$ cat src/rtl/response_pkg.sv
`default_nettype none
// ============================================================================
// Module   : response_pkg
// Purpose  : Shared types and constants for the host response path.
//            - FSM state encoding used by response_unit.
//            - Packet kind encoding and fixed packet bytes.
//            - Helper that builds the header byte of a packet.
// Revision : 1.0 - initial release
// ============================================================================
package response_pkg;

   typedef enum logic [2:0] {
      ST_IDLE     = 3'd0,
      ST_SYNC     = 3'd1,
      ST_HEAD     = 3'd2,
      ST_PAYLOAD  = 3'd3,
      ST_CHECKSUM = 3'd4,
      ST_DONE     = 3'd5
   } state_t;

   typedef enum logic [1:0] {
      KIND_ACK  = 2'd0,
      KIND_NAK  = 2'd1,
      KIND_DATA = 2'd2
   } kind_t;

   localparam logic [7:0] SYNC_BYTE   = 8'h00;
   localparam logic [3:0] ACK_PREFIX  = 4'hA;
   localparam logic [7:0] NAK_BYTE    = 8'hEE;
   localparam logic [3:0] DATA_PREFIX = 4'hD;

   // Second byte of every packet: identifies the packet and carries either
   // the command code (ACK) or the payload length (DATA).
   function automatic logic [7:0] head_byte(input kind_t kind,
                                            input logic [3:0] code,
                                            input logic [3:0] n_bytes);
      logic [7:0] b;
      case (kind)
         KIND_ACK:  b = {ACK_PREFIX, code};
         KIND_DATA: b = {DATA_PREFIX, n_bytes};
         default:   b = NAK_BYTE;
      endcase
      return b;
   endfunction

endpackage
`default_nettype wire

$ cat src/rtl/uart_tx_byte.sv
`default_nettype none
// ============================================================================
// Module   : uart_tx_byte
// Purpose  : 8N1 byte serializer. One start bit (0), eight data bits LSB
//            first, one stop bit (1), each held BIT_CYCLES clocks.
//            A new byte may be started in the last cycle of the current stop
//            bit so consecutive bytes go out back-to-back.
// Ports    : i_clock      - clock, rising edge
//            i_reset_n    - asynchronous active-low reset
//            i_start      - load i_data and begin a frame (honoured when o_ready)
//            i_data[7:0]  - byte to send
//            o_tx         - serial line, idles high
//            o_ready      - serializer can accept i_start this cycle
//            o_done_byte  - last cycle of the stop bit
// Revision : 1.0 - initial release
// ============================================================================
module uart_tx_byte #(
   parameter int BIT_CYCLES = 16
) (
   input  logic       i_clock,
   input  logic       i_reset_n,
   input  logic       i_start,
   input  logic [7:0] i_data,
   output logic       o_tx,
   output logic       o_ready,
   output logic       o_done_byte
);

   localparam int              CNT_W     = (BIT_CYCLES > 1) ? $clog2(BIT_CYCLES) : 1;
   localparam logic [CNT_W-1:0] BAUD_LAST = CNT_W'(BIT_CYCLES - 1);

   logic             active_q,   active_d;
   logic [9:0]       frame_q,    frame_d;
   logic [3:0]       bit_cnt_q,  bit_cnt_d;
   logic [CNT_W-1:0] baud_cnt_q, baud_cnt_d;
   logic             w_bit_end;
   logic             w_frame_end;

   always_comb begin
      w_bit_end   = active_q && (baud_cnt_q == BAUD_LAST);
      w_frame_end = w_bit_end && (bit_cnt_q == 4'd9);
      active_d    = active_q;
      frame_d     = frame_q;
      bit_cnt_d   = bit_cnt_q;
      baud_cnt_d  = baud_cnt_q;

      if (i_start && (!active_q || w_frame_end)) begin
         // Whole frame is loaded at once; bit 0 is the start bit.
         active_d   = 1'b1;
         frame_d    = {1'b1, i_data, 1'b0};
         bit_cnt_d  = 4'd0;
         baud_cnt_d = '0;
      end else if (w_frame_end) begin
         active_d   = 1'b0;
         bit_cnt_d  = 4'd0;
         baud_cnt_d = '0;
      end else if (w_bit_end) begin
         frame_d    = {1'b1, frame_q[9:1]};
         bit_cnt_d  = bit_cnt_q + 4'd1;
         baud_cnt_d = '0;
      end else if (active_q) begin
         baud_cnt_d = baud_cnt_q + 1'b1;
      end
   end

   always_ff @(posedge i_clock or negedge i_reset_n) begin
      if (!i_reset_n) begin
         active_q   <= 1'b0;
         frame_q    <= '1;
         bit_cnt_q  <= 4'd0;
         baud_cnt_q <= '0;
      end else begin
         active_q   <= active_d;
         frame_q    <= frame_d;
         bit_cnt_q  <= bit_cnt_d;
         baud_cnt_q <= baud_cnt_d;
      end
   end

   assign o_tx        = active_q ? frame_q[0] : 1'b1;
   assign o_ready     = !active_q || w_frame_end;
   assign o_done_byte = w_frame_end;

endmodule
`default_nettype wire

$ cat src/rtl/response_unit.sv
`default_nettype none
// ============================================================================
// Module   : response_unit
// Purpose  : Builds framed response packets (ACK / NAK / DATA) from command
//            outcome pulses and sample-ready events and sends them on an
//            8N1 UART line. One request is handled at a time; anything that
//            arrives while a packet is in flight is dropped.
// Ports    : i_clock, i_reset_n      - clock / async active-low reset
//            i_succes, i_cmd_code    - command accepted pulse + opcode
//            i_error                 - command rejected pulse
//            i_sample_valid,i_sample - sample word ready to send (MSB first)
//            o_tx                    - serial line, idles high
//            o_busy                  - packet in progress
//            o_done                  - one-cycle pulse after last stop bit
//            o_drop                  - one-cycle pulse per discarded request
// Options  : RESPONSE_CHECKSUM_EN - append XOR of header+payload bytes
// Revision : 1.0 - initial release
// ============================================================================
module response_unit #(
   parameter int DATA_SIZE      = 8,
   parameter int CLK_FREQUENCY  = 100000000,
   parameter int UART_FREQUENCY = 9600,
   parameter int N_SAMPLE_BYTES = 4
) (
   input  logic                                i_clock,
   input  logic                                i_reset_n,
   input  logic                                i_succes,
   input  logic                                i_error,
   input  logic [3:0]                          i_cmd_code,
   input  logic                                i_sample_valid,
   input  logic [DATA_SIZE*N_SAMPLE_BYTES-1:0] i_sample,
   output logic                                o_tx,
   output logic                                o_busy,
   output logic                                o_done,
   output logic                                o_drop
);
   import response_pkg::*;

   localparam int         BIT_CYCLES = CLK_FREQUENCY / UART_FREQUENCY;
   localparam int         SAMPLE_W   = DATA_SIZE * N_SAMPLE_BYTES;
   localparam logic [3:0] N_NIBBLE   = 4'(N_SAMPLE_BYTES);
   localparam logic [3:0] LAST_IDX   = 4'(N_SAMPLE_BYTES - 1);

   generate
      if (N_SAMPLE_BYTES < 1 || N_SAMPLE_BYTES > 15) begin : g_bad_n_sample_bytes
         $error("response_unit: N_SAMPLE_BYTES must be in 1..15");
      end
   endgenerate

   state_t                state_q,      state_d;
   kind_t                 kind_q,       kind_d;
   logic [3:0]            code_q,       code_d;
   logic [SAMPLE_W-1:0]   sample_q,     sample_d;
   logic [3:0]            idx_q,        idx_d;
   logic [1:0]            launch_q,     launch_d;
   logic                  drop_pend_q,  drop_pend_d;
   logic                  drop_q;

   logic       tx_start;
   logic [7:0] tx_data;
   logic       w_tx_ready;
   logic       w_byte_done;
   logic       w_finish;
   logic [7:0] w_head;
   logic [3:0] w_pay_sel;
   logic [7:0] w_pay_byte;

   assign w_head = head_byte(kind_q, code_q, N_NIBBLE);

   // Payload byte about to be started: byte 0 when leaving HEAD, otherwise
   // the byte after the one currently on the line.
   always_comb begin
      w_pay_sel  = (state_q == ST_HEAD) ? 4'd0 : idx_q + 4'd1;
      w_pay_byte = 8'h00;
      for (int k = 0; k < N_SAMPLE_BYTES; k++) begin
         if (w_pay_sel == 4'(k)) w_pay_byte = sample_q[SAMPLE_W-DATA_SIZE*(k+1) +: 8];
      end
   end

`ifdef RESPONSE_CHECKSUM_EN
   logic [7:0] w_chk;
   always_comb begin
      w_chk = w_head;
      if (kind_q == KIND_DATA) begin
         for (int k = 0; k < N_SAMPLE_BYTES; k++) begin
            w_chk = w_chk ^ sample_q[SAMPLE_W-DATA_SIZE*(k+1) +: 8];
         end
      end
   end
`endif

   always_comb begin
      state_d     = state_q;
      kind_d      = kind_q;
      code_d      = code_q;
      sample_d    = sample_q;
      idx_d       = idx_q;
      launch_d    = launch_q;
      tx_start    = 1'b0;
      tx_data     = SYNC_BYTE;
      w_finish    = 1'b0;
      // Outside IDLE every request is discarded.
      drop_pend_d = (state_q != ST_IDLE) && (i_error || i_succes || i_sample_valid);

      case (state_q)
         ST_IDLE: begin
            if (i_error || i_succes || i_sample_valid) begin
               state_d  = ST_SYNC;
               idx_d    = 4'd0;
               launch_d = 2'd2;
               if (i_error) begin
                  kind_d = KIND_NAK;
               end else if (i_succes) begin
                  kind_d = KIND_ACK;
                  code_d = i_cmd_code;
               end else begin
                  kind_d   = KIND_DATA;
                  sample_d = i_sample;
               end
               // Losers of a simultaneous request are dropped.
               drop_pend_d = (i_error && (i_succes || i_sample_valid)) ||
                             (i_succes && i_sample_valid);
            end
         end
         ST_SYNC: begin
            // One idle cycle after capture before the sync byte starts.
            if (launch_q != 2'd0) begin
               launch_d = launch_q - 2'd1;
               if (launch_q == 2'd1) tx_start = 1'b1;
            end else if (w_byte_done) begin
               state_d  = ST_HEAD;
               tx_start = 1'b1;
               tx_data  = w_head;
            end
         end
         ST_HEAD: begin
            if (w_byte_done) begin
               if (kind_q == KIND_DATA) begin
                  state_d  = ST_PAYLOAD;
                  tx_start = 1'b1;
                  tx_data  = w_pay_byte;
               end else begin
                  w_finish = 1'b1;
               end
            end
         end
         ST_PAYLOAD: begin
            if (w_byte_done) begin
               if (idx_q == LAST_IDX) begin
                  w_finish = 1'b1;
               end else begin
                  idx_d    = idx_q + 4'd1;
                  tx_start = 1'b1;
                  tx_data  = w_pay_byte;
               end
            end
         end
         ST_CHECKSUM: begin
            if (w_byte_done) state_d = ST_DONE;
         end
         ST_DONE: begin
            state_d = ST_IDLE;
         end
         default: begin
            state_d = ST_IDLE;
         end
      endcase

      if (w_finish) begin
`ifdef RESPONSE_CHECKSUM_EN
         state_d  = ST_CHECKSUM;
         tx_start = 1'b1;
         tx_data  = w_chk;
`else
         state_d  = ST_DONE;
`endif
      end
   end

   always_ff @(posedge i_clock or negedge i_reset_n) begin
      if (!i_reset_n) begin
         state_q     <= ST_IDLE;
         kind_q      <= KIND_NAK;
         code_q      <= 4'd0;
         sample_q    <= '0;
         idx_q       <= 4'd0;
         launch_q    <= 2'd0;
         drop_pend_q <= 1'b0;
         drop_q      <= 1'b0;
      end else begin
         state_q     <= state_d;
         kind_q      <= kind_d;
         code_q      <= code_d;
         sample_q    <= sample_d;
         idx_q       <= idx_d;
         launch_q    <= launch_d;
         drop_pend_q <= drop_pend_d;
         // Drop is reported one cycle after the decision edge.
         drop_q      <= drop_pend_q;
      end
   end

   uart_tx_byte #(
      .BIT_CYCLES (BIT_CYCLES)
   ) u_tx (
      .i_clock     (i_clock),
      .i_reset_n   (i_reset_n),
      .i_start     (tx_start),
      .i_data      (tx_data),
      .o_tx        (o_tx),
      .o_ready     (w_tx_ready),
      .o_done_byte (w_byte_done)
   );

   // Starts are only issued when the serializer is idle or finishing a stop bit.
   logic w_unused;
   assign w_unused = w_tx_ready;

   assign o_busy = (state_q != ST_IDLE) && (state_q != ST_DONE);
   assign o_done = (state_q == ST_DONE);
   assign o_drop = drop_q;

endmodule
`default_nettype wire

$ cat config.mk
export PLATFORM = sky130hd
export DESIGN_NAME = response_unit
export DESIGN_NICKNAME = d
export VERILOG_FILES = /design/src/rtl/response_pkg.sv /design/src/rtl/uart_tx_byte.sv /design/src/rtl/response_unit.sv
export SDC_FILE = /design/constraint.sdc
export NUM_CORES = 1
export LEC_CHECK = 0
export ABC_AREA = 1
export CORE_MARGIN = 5
export CORE_UTILIZATION = 50
export DETAILED_ROUTE_END_ITERATION = 7
export GPL_TIMING_DRIVEN = 0
export PLACE_DENSITY_LB_ADDON = 0.12
export REMOVE_ABC_BUFFERS = 1
export SETUP_SLACK_MARGIN = 0.2
export SLEW_MARGIN = 10
export SYNTH_ARGS = -nofsm -noshare
export SYNTH_HDL_FRONTEND = slang
export SYNTH_SLANG_ARGS = --single-unit
export TNS_END_PERCENT = 10
$ cat constraint.sdc
create_clock -name i_clock -period 3.5 [get_ports i_clock]
set_input_delay 0.35 -clock i_clock [delete_from_list [all_inputs] [get_ports i_clock]]
set_output_delay 0.35 -clock i_clock [all_outputs]
set_load 0.02 [all_outputs]
==> results of run 1 <==
per-layer routing:
metal	up-vias	routed length (um)	track usage (%)
met2	65	4440	30.7
met5	-	0	0
li1	1733	-	-
met4	0	134	7.06
met1	1663	4190	24.8
met3	9	299	3.07
worst min-delay path by stage:
stage | cells past startpoint | from | slack [ns] | endpoint
global route | 0 | drop_pend_q$_DFF_PN0_ | 0.37 | o_drop$_DFF_PN0_
detailed placement | 1 | i_reset_n | 0.34 | state_q[0]$_DFFE_PN0P_
CTS | 0 | drop_pend_q$_DFF_PN0_ | 0.36 | o_drop$_DFF_PN0_
floorplan | 0 | i_reset_n | 0.05 | code_q[0]$_DFFE_PN0P_
global placement | 0 | drop_pend_q$_DFF_PN0_ | 0.33 | o_drop$_DFF_PN0_
finish | 0 | drop_pend_q$_DFF_PN0_ | 0.35 | o_drop$_DFF_PN0_
flip-flops by register name, indices dropped and copies added (netlist names):
| register | flops |
|---|---|
| sample_q | 32 |
| u_tx.baud_cnt_q | 14 |
| u_tx.frame_q | 9 |
| code_q | 4 |
| idx_q | 4 |
| u_tx.bit_cnt_q | 4 |
| state_q | 3 |
| kind_q | 2 |
| launch_q | 2 |
| drop_pend_q | 1 |
| o_drop | 1 |
| u_tx.active_q | 1 |
worst reg2reg max path: stages (launching register included):
cell,delay [ns]
dfrtp_1,0.44
ha_1,0.24
nand3_2,0.13
nor2_1,0.15
nand3_2,0.39
nor2_4,0.56
nand3_2,0.18
nand2_1,0.10
nand2_1,0.08
nor2_2,0.13
nand2_1,0.06
o21ai_0,0.07
logic make-up (layout without fill, tap and decap cells):
group,after synthesis,in the layout,share of synthesized area (%)
xor+xnor,9,9,1.86
buf+inv,67,118,6.74
mux,28,28,7.45
compound gates,63,63,9.61
fa+ha+maj,6,6,1.77
simple gates,245,245,26.7
flops,77,77,45.8
metrics by stage:
step / hold slack, ns / area [um^2] / power, W / setup slack [ns]
after floorplan: 0.0544 / 4150 / 0.00153 / 1.43
after global placement: 0.334 / 4720 / 0.00168 / -0.711
after detailed placement: 0.341 / 4760 / 0.00171 / 0.960
after CTS: 0.361 / 4960 / 0.00237 / 0.942
after global routing: 0.369 / 4960 / 0.00250 / 0.572
final: 0.354 / 4960 / 0.00236 / 0.899
layout by cell type, fill, tap and decap left out, types with 7 or more instances in the layout:
| cell type | Yosys | layout |
|---|---|---|
| clkbuf_8 | 0 | 9 |
| nor2_1 | 64 | 64 |
| xor2_1 | 7 | 7 |
| a21oi_1 | 19 | 19 |
| mux2_2 | 28 | 28 |
| o21ai_0 | 7 | 7 |
| o211ai_1 | 20 | 20 |
| inv_1 | 49 | 49 |
| nand4_1 | 9 | 9 |
| nor2_2 | 7 | 7 |
| nand3_1 | 40 | 40 |
| dfrtp_1 | 67 | 67 |
| nor3_1 | 7 | 7 |
| nand2_2 | 6 | 7 |
| nand2_1 | 95 | 94 |
| dfstp_2 | 10 | 10 |
| clkdlybuf4s50_1 | 0 | 43 |
| o31ai_1 | 9 | 9 |
cell type report:
type | instances | area share (%)
clock buffer | 12 | 2.73
clock inverter | 4 | 0.984
inverter | 55 | 4.16
multi-input combinational | 351 | 40.5
sequential | 77 | 39.1
tap | 105 | 2.65
timing repair buffer | 47 | 9.84
power groups by stage:
stage / Sequential (W) / Combinational [W] / Clock, W
6_report: 0.00116 / 0.000536 / 0.000659
5_1_grt: 0.00118 / 0.000610 / 0.000707
4_1_cts: 0.00116 / 0.000541 / 0.000671
3_5_place_dp: 0.00118 / 0.000537 / 0
3_3_place_gp: 0.00117 / 0.000512 / 0
2_1_floorplan: 0.00115 / 0.000379 / 0
==> flow_summary.toml, run 1 <==
[die]
die_y_um = 102
initial_core_util_pct = 51.5
rows = 33
dieArea_um2 = 10400
fp.coreArea_um2 = 8220
io_pins = 45
die_x_um = 102

[sta]
fin_crit_sh_pct = 74.3
slew_headroom_pct = 66.8
setup_viol = 0
grt_setup_unrepaired = "no"
fin_tns_setup_ns = 0
skew_ns = 0.0104
tightest_slew_ns = 0.494
hold_violations = 0
clock.fmax_mhz = 385
finalCriticalPeriod_ns = 2.60
slew_violations = 0

[layout]
fin_cells = 651
layout.area.seq_um2 = 1940
syn_to_final_growth_pct = 17.2
num_antenna_cells = 0
drive_gt1_share_pct = 16.3
fin_util_pct = 60.3
multi_input_area_um2 = 2010
num-fill-cells = 745
nNetsFinal = 588

[power_and_ir_drop]
peakVddDrop_v = 0.000267
p_leak_nw = 2.35
power_density_nw_per_um2 = 476
p_seq_share_pct = 49.3
swShare_pct = 31.5
pwr-share-comb_pct = 22.7
clock_power_share_pct = 27.9
p_int_w = 0.00162
switchingPower_w = 0.000742

[route]
drt_iter0_drc = 141
avgViaCountPerCell = 5.33
drc_errors = 0
via_count = 3470
dr.pass1.iters = 4
postRouteAntennaNets = 0
avgRoutedWirePerCell_um = 13.9
wirelength_um = 9060

[critical_path]
cp-end-kind = "flip-flop"
crit_start = "u_tx.baud_cnt_q[0]$_DFFE_PN0P_"
cp_max_fo = 20
cpMaxStageDelayCell = "nor2_4"
start_kind = "flip-flop"
cp_num_cells = 11
critPathKind = "flip-flop to flip-flop"
r2r_end = "state_q[0]$_DFFE_PN0P_"
worstPathArrival_ns = 2.88
worstReg2RegStart = "u_tx.baud_cnt_q[0]$_DFFE_PN0P_"
critPathMaxStageDelay_ns = 0.55
cp.required_ns = 3.78
path_cells = "ha_1, nand3_2, nor2_1, nand3_2, nor2_4, nand3_2, nand2_1, nand2_1, nor2_2, nand2_1, o21ai_0"
crit_family = "simple AND/OR/NAND/NOR gates"
critPathBufInv = 0
ff2ff_path_depth = 11
crit_end = "state_q[0]$_DFFE_PN0P_"
rrSetupSlack_ns = 0.90

[synthesis]
synth_top_area_share_pct = 39.6
ys_seq_area_share_pct = 45.8
synthCells = 495
yosysMostFrequentCell = "nand2_1"
yosys.cell_types.count = 35
netlist_top_cells_area = "dfrtp_1 (40%), nand2_1 (8.4%), mux2_2 (7.5%)"
synthFlopType = "dfrtp_1"
synth_seq_cells = 77
yosysWarnings = 0
synth_top_cell_by_area = "dfrtp_1"
synth-async-reset-ratio_pct = 100
synth-edff-count = 0
synthesis.area_um2 = 4230
avgSynthCellArea_um2 = 8.55
synthTopCellsByCount = "nand2_1 (95), dfrtp_1 (67), nor2_1 (64)"

[placement]
placed_cells = 634
finalWeightedCongestion = 0.898
hpwl_um = 6570
io_buffer_count = 44

[grt]
grt_pass1_vias = 3356
overflow = 0
grt_pass1_wl_um = 15500
track_usage_pct = 18.7
grt_max_degree = 44
antenna_found_initial = 0

[clock_network]
post_cts_resized = 0
h-tree-depth = 3
clk_latency_ns = 0.35
clock_path_buffers = 2
cts_tree = "built"
clk_pin_slew_ns = 0.08
cts_buffers = 9
hold_buffers = 1
cts_sinks = 77
postCtsSetupBuffers = 0
clockRootBuffer = "clkbuf_8"

[run_status]
status = "finished clean"

[run]
drv_cap = 0

[worst_hold_path]
hold_path.class = "flip-flop to flip-flop"
Power figures use the tool's default switching activity.
==> run 2: changes to the inputs <==
==> constraint.sdc (replaced) <==
create_clock -name i_clock -period 2.3 [get_ports i_clock]
set_input_delay 0.23 -clock i_clock [delete_from_list [all_inputs] [get_ports i_clock]]
set_output_delay 0.23 -clock i_clock [all_outputs]
set_load 0.02 [all_outputs]
==> flow_summary.toml, run 2 (synthesized netlist as in run 1, its figures left out) <==
[sta]
slew_violations = 0
tightest_slew_ns = 0.497
finalCriticalPeriod_ns = 2.06
skew_ns = 0.0104
fin_crit_sh_pct = 89.4
hold_violations = 0
setup_viol = 0
worst_slack_ns = 0.245
clock.fmax_mhz = 487
slew_headroom_pct = 66.6
grt_setup_unrepaired = "yes"

[grt]
grt_max_degree = 44
use_met2_pct = 30.4
track_usage_pct = 18.7
use_met3_pct = 3.07
antenna_found_initial = 0
grt_pass1_wl_um = 15500
grt.busiest_layer = "met2"
grt_pass1_vias = 3354
overflow = 0
met1_usage_pct = 25.1

[layout]
fin_util_pct = 62.7
top_register = "sample_q"
nNetsFinal = 605
biggestRegsByFlops = "sample_q: 32 flops, u_tx.baud_cnt_q: 14 flops, u_tx.frame_q: 9 flops"
largest_register_ffs = 32
drive_gt1_share_pct = 20.2
final_cell_mix = "nand2_1 (94), dfrtp_1 (65), nor2_1 (61)"
fin_cells = 668
num_antenna_cells = 0
syn_to_final_growth_pct = 21.9
final_common_cell = "nand2_1"

[die]
rows = 33
fp.coreArea_um2 = 8220
dieArea_um2 = 10400
io_pins = 45
die_y_um = 102
initial_core_util_pct = 51.5
die_x_um = 102

[route]
avgViaCountPerCell = 5.32
drt_iter0_drc = 128
avgRoutedWirePerCell_um = 14.1
wirelength_um = 9390
dr.pass1.iters = 4
via_count = 3553
drc_errors = 0
postRouteAntennaNets = 0

[clock_network]
clock_path_buffers = 2
clockRootBuffer = "clkbuf_8"
clk_latency_ns = 0.35
cts_tree = "built"
cts_sinks = 77
clk_pin_slew_ns = 0.08
h-tree-depth = 3
cts_buffers = 9

[power_and_ir_drop]
p_int_w = 0.00250
swShare_pct = 31.8
peakVddDrop_v = 0.000410
p_seq_share_pct = 48.8
clock_power_share_pct = 27.4
pwr-share-comb_pct = 23.9
switchingPower_w = 0.00116
p_leak_nw = 2.41
finalPower_w = 0.00366
power_density_nw_per_um2 = 710

[worst_hold_path]
whs_endpoint = "o_drop$_DFF_PN0_"
hold_path.class = "flip-flop to flip-flop"
hold_depth = 0
hold_path.startpoint = "drop_pend_q$_DFF_PN0_"

[placement]
finalWeightedCongestion = 0.898
placed_cells = 634
dpl_worst_slack_ns = -0.240
io_buffer_count = 44
hpwl_um = 6570

[critical_path]
critPathKind = "flip-flop to output port"
worstReg2RegStart = "u_tx.baud_cnt_q[0]$_DFFE_PN0P_"
ff2ff_path_depth = 12
crit_family = "buffers and inverters"
cpMaxStageDelayCell = "dfrtp_2"
start_kind = "flip-flop"
critPathMaxStageDelay_ns = 0.54
cp.required_ns = 2.07
path_cells = "inv_2, or2_2, clkdlybuf4s50_1"
r2r_end = "u_tx.baud_cnt_q[13]$_DFFE_PN0P_"
worstPathArrival_ns = 1.83
cp-end-kind = "output port"
rrSetupSlack_ns = 0.24
cp_max_fo = 11
critPathBufInv = 2

[run]
drv_cap = 0

[run_status]
status = "finished clean"
==> run 2: cell types whose count changed in the layout (fill, tap and decap cells not counted), moves of 2 or more <==
cell | previous run | this run
buf_4 | 1 | 17
nand2_8 | 0 | 2
nor2_4 | 5 | 7
dfrtp_2 | 0 | 2
nor2_1 | 64 | 61
dfrtp_1 | 67 | 65
==> run 2: worst max-delay path by stage <==
stage | startpoint | end | slack, ns | cells after the start
after floorplan | state_q[1]$_DFFE_PN0P_ | sample_q[0]$_DFFE_PN0P_ | 0.23 | 5
after detailed placement | u_tx.baud_cnt_q[0]$_DFFE_PN0P_ | state_q[0]$_DFFE_PN0P_ | -0.24 | 10
after CTS | idx_q[0]$_DFFE_PN0P_ | u_tx.frame_q[3]$_DFFE_PN1P_ | 0.13 | 11
after global placement | i_reset_n | sample_q[31]$_DFFE_PN0P_ | -1.79 | 1
after global routing | u_tx.baud_cnt_q[1]$_DFFE_PN0P_ | u_tx.baud_cnt_q[8]$_DFFE_PN0P_ | 0.11 | 12
final | u_tx.active_q$_DFFE_PN0P_ | o_tx | 0.24 | 3
==> run 2: power groups by stage <==
| stage | sequential, W | clock (W) | combinational, W |
|---|---|---|---|
| 2_1_floorplan | 0.00175 | 0 | 0.000576 |
| 3_5_place_dp | 0.00179 | 0 | 0.000817 |
| 4_1_cts | 0.00177 | 0.00102 | 0.000825 |
| 3_3_place_gp | 0.00178 | 0 | 0.000779 |
| 5_1_grt | 0.00181 | 0.00108 | 0.000989 |
| 6_report | 0.00178 | 0.00100 | 0.000873 |
==> run 2: stage by stage <==
step / setup TNS (ns) / area [um^2] / hold slack (ns)
after detailed placement: -1.13 / 4760 / 0.221
after global placement: -148.52 / 4720 / 0.334
final: 0 / 5150 / 0.354
after global routing: 0 / 5150 / 0.369
after CTS: 0 / 4990 / 0.361
after floorplan: 0 / 4150 / -0.0656
==> run 2: layout make-up <==
type / count / area, um^2
clock inverter: 4 / 48.8
multi-input combinational: 352 / 2080
sequential: 77 / 1940
tap: 105 / 131
fill: 722 / 3060
timing repair buffer: 63 / 611
clock buffer: 12 / 135
inverter: 55 / 206
==> run 2: layer usage <==
metal | vias up | part of all wire, %
met2 | 74 | 48
met5 | - | 0
li1 | 1770 | -
met3 | 13 | 3.6
met1 | 1696 | 46
met4 | 0 | 1.7
==> run 2: timing repair <==
action | in CTS | in global routing
setup endpoints to repair | 29 | 33
gates cloned | 0 | 1
buffers inserted | 2 | 14
resized for setup | 3 | 12
hold endpoints to repair | 30 | 0
hold buffers | 1 | 0
pin swaps | 1 | 4
==> run 3: changes to the inputs <==
--- a/config.mk
+++ b/config.mk
@@ -9,6 +9,7 @@
 export CORE_MARGIN = 5
 export CORE_UTILIZATION = 50
 export DETAILED_ROUTE_END_ITERATION = 7
+export GPL_ROUTABILITY_DRIVEN = 0
 export GPL_TIMING_DRIVEN = 0
 export PLACE_DENSITY_LB_ADDON = 0.12
 export REMOVE_ABC_BUFFERS = 1
==> results of run 3 <==
The final DEF is identical to that of run 2; final timing and power are the same.
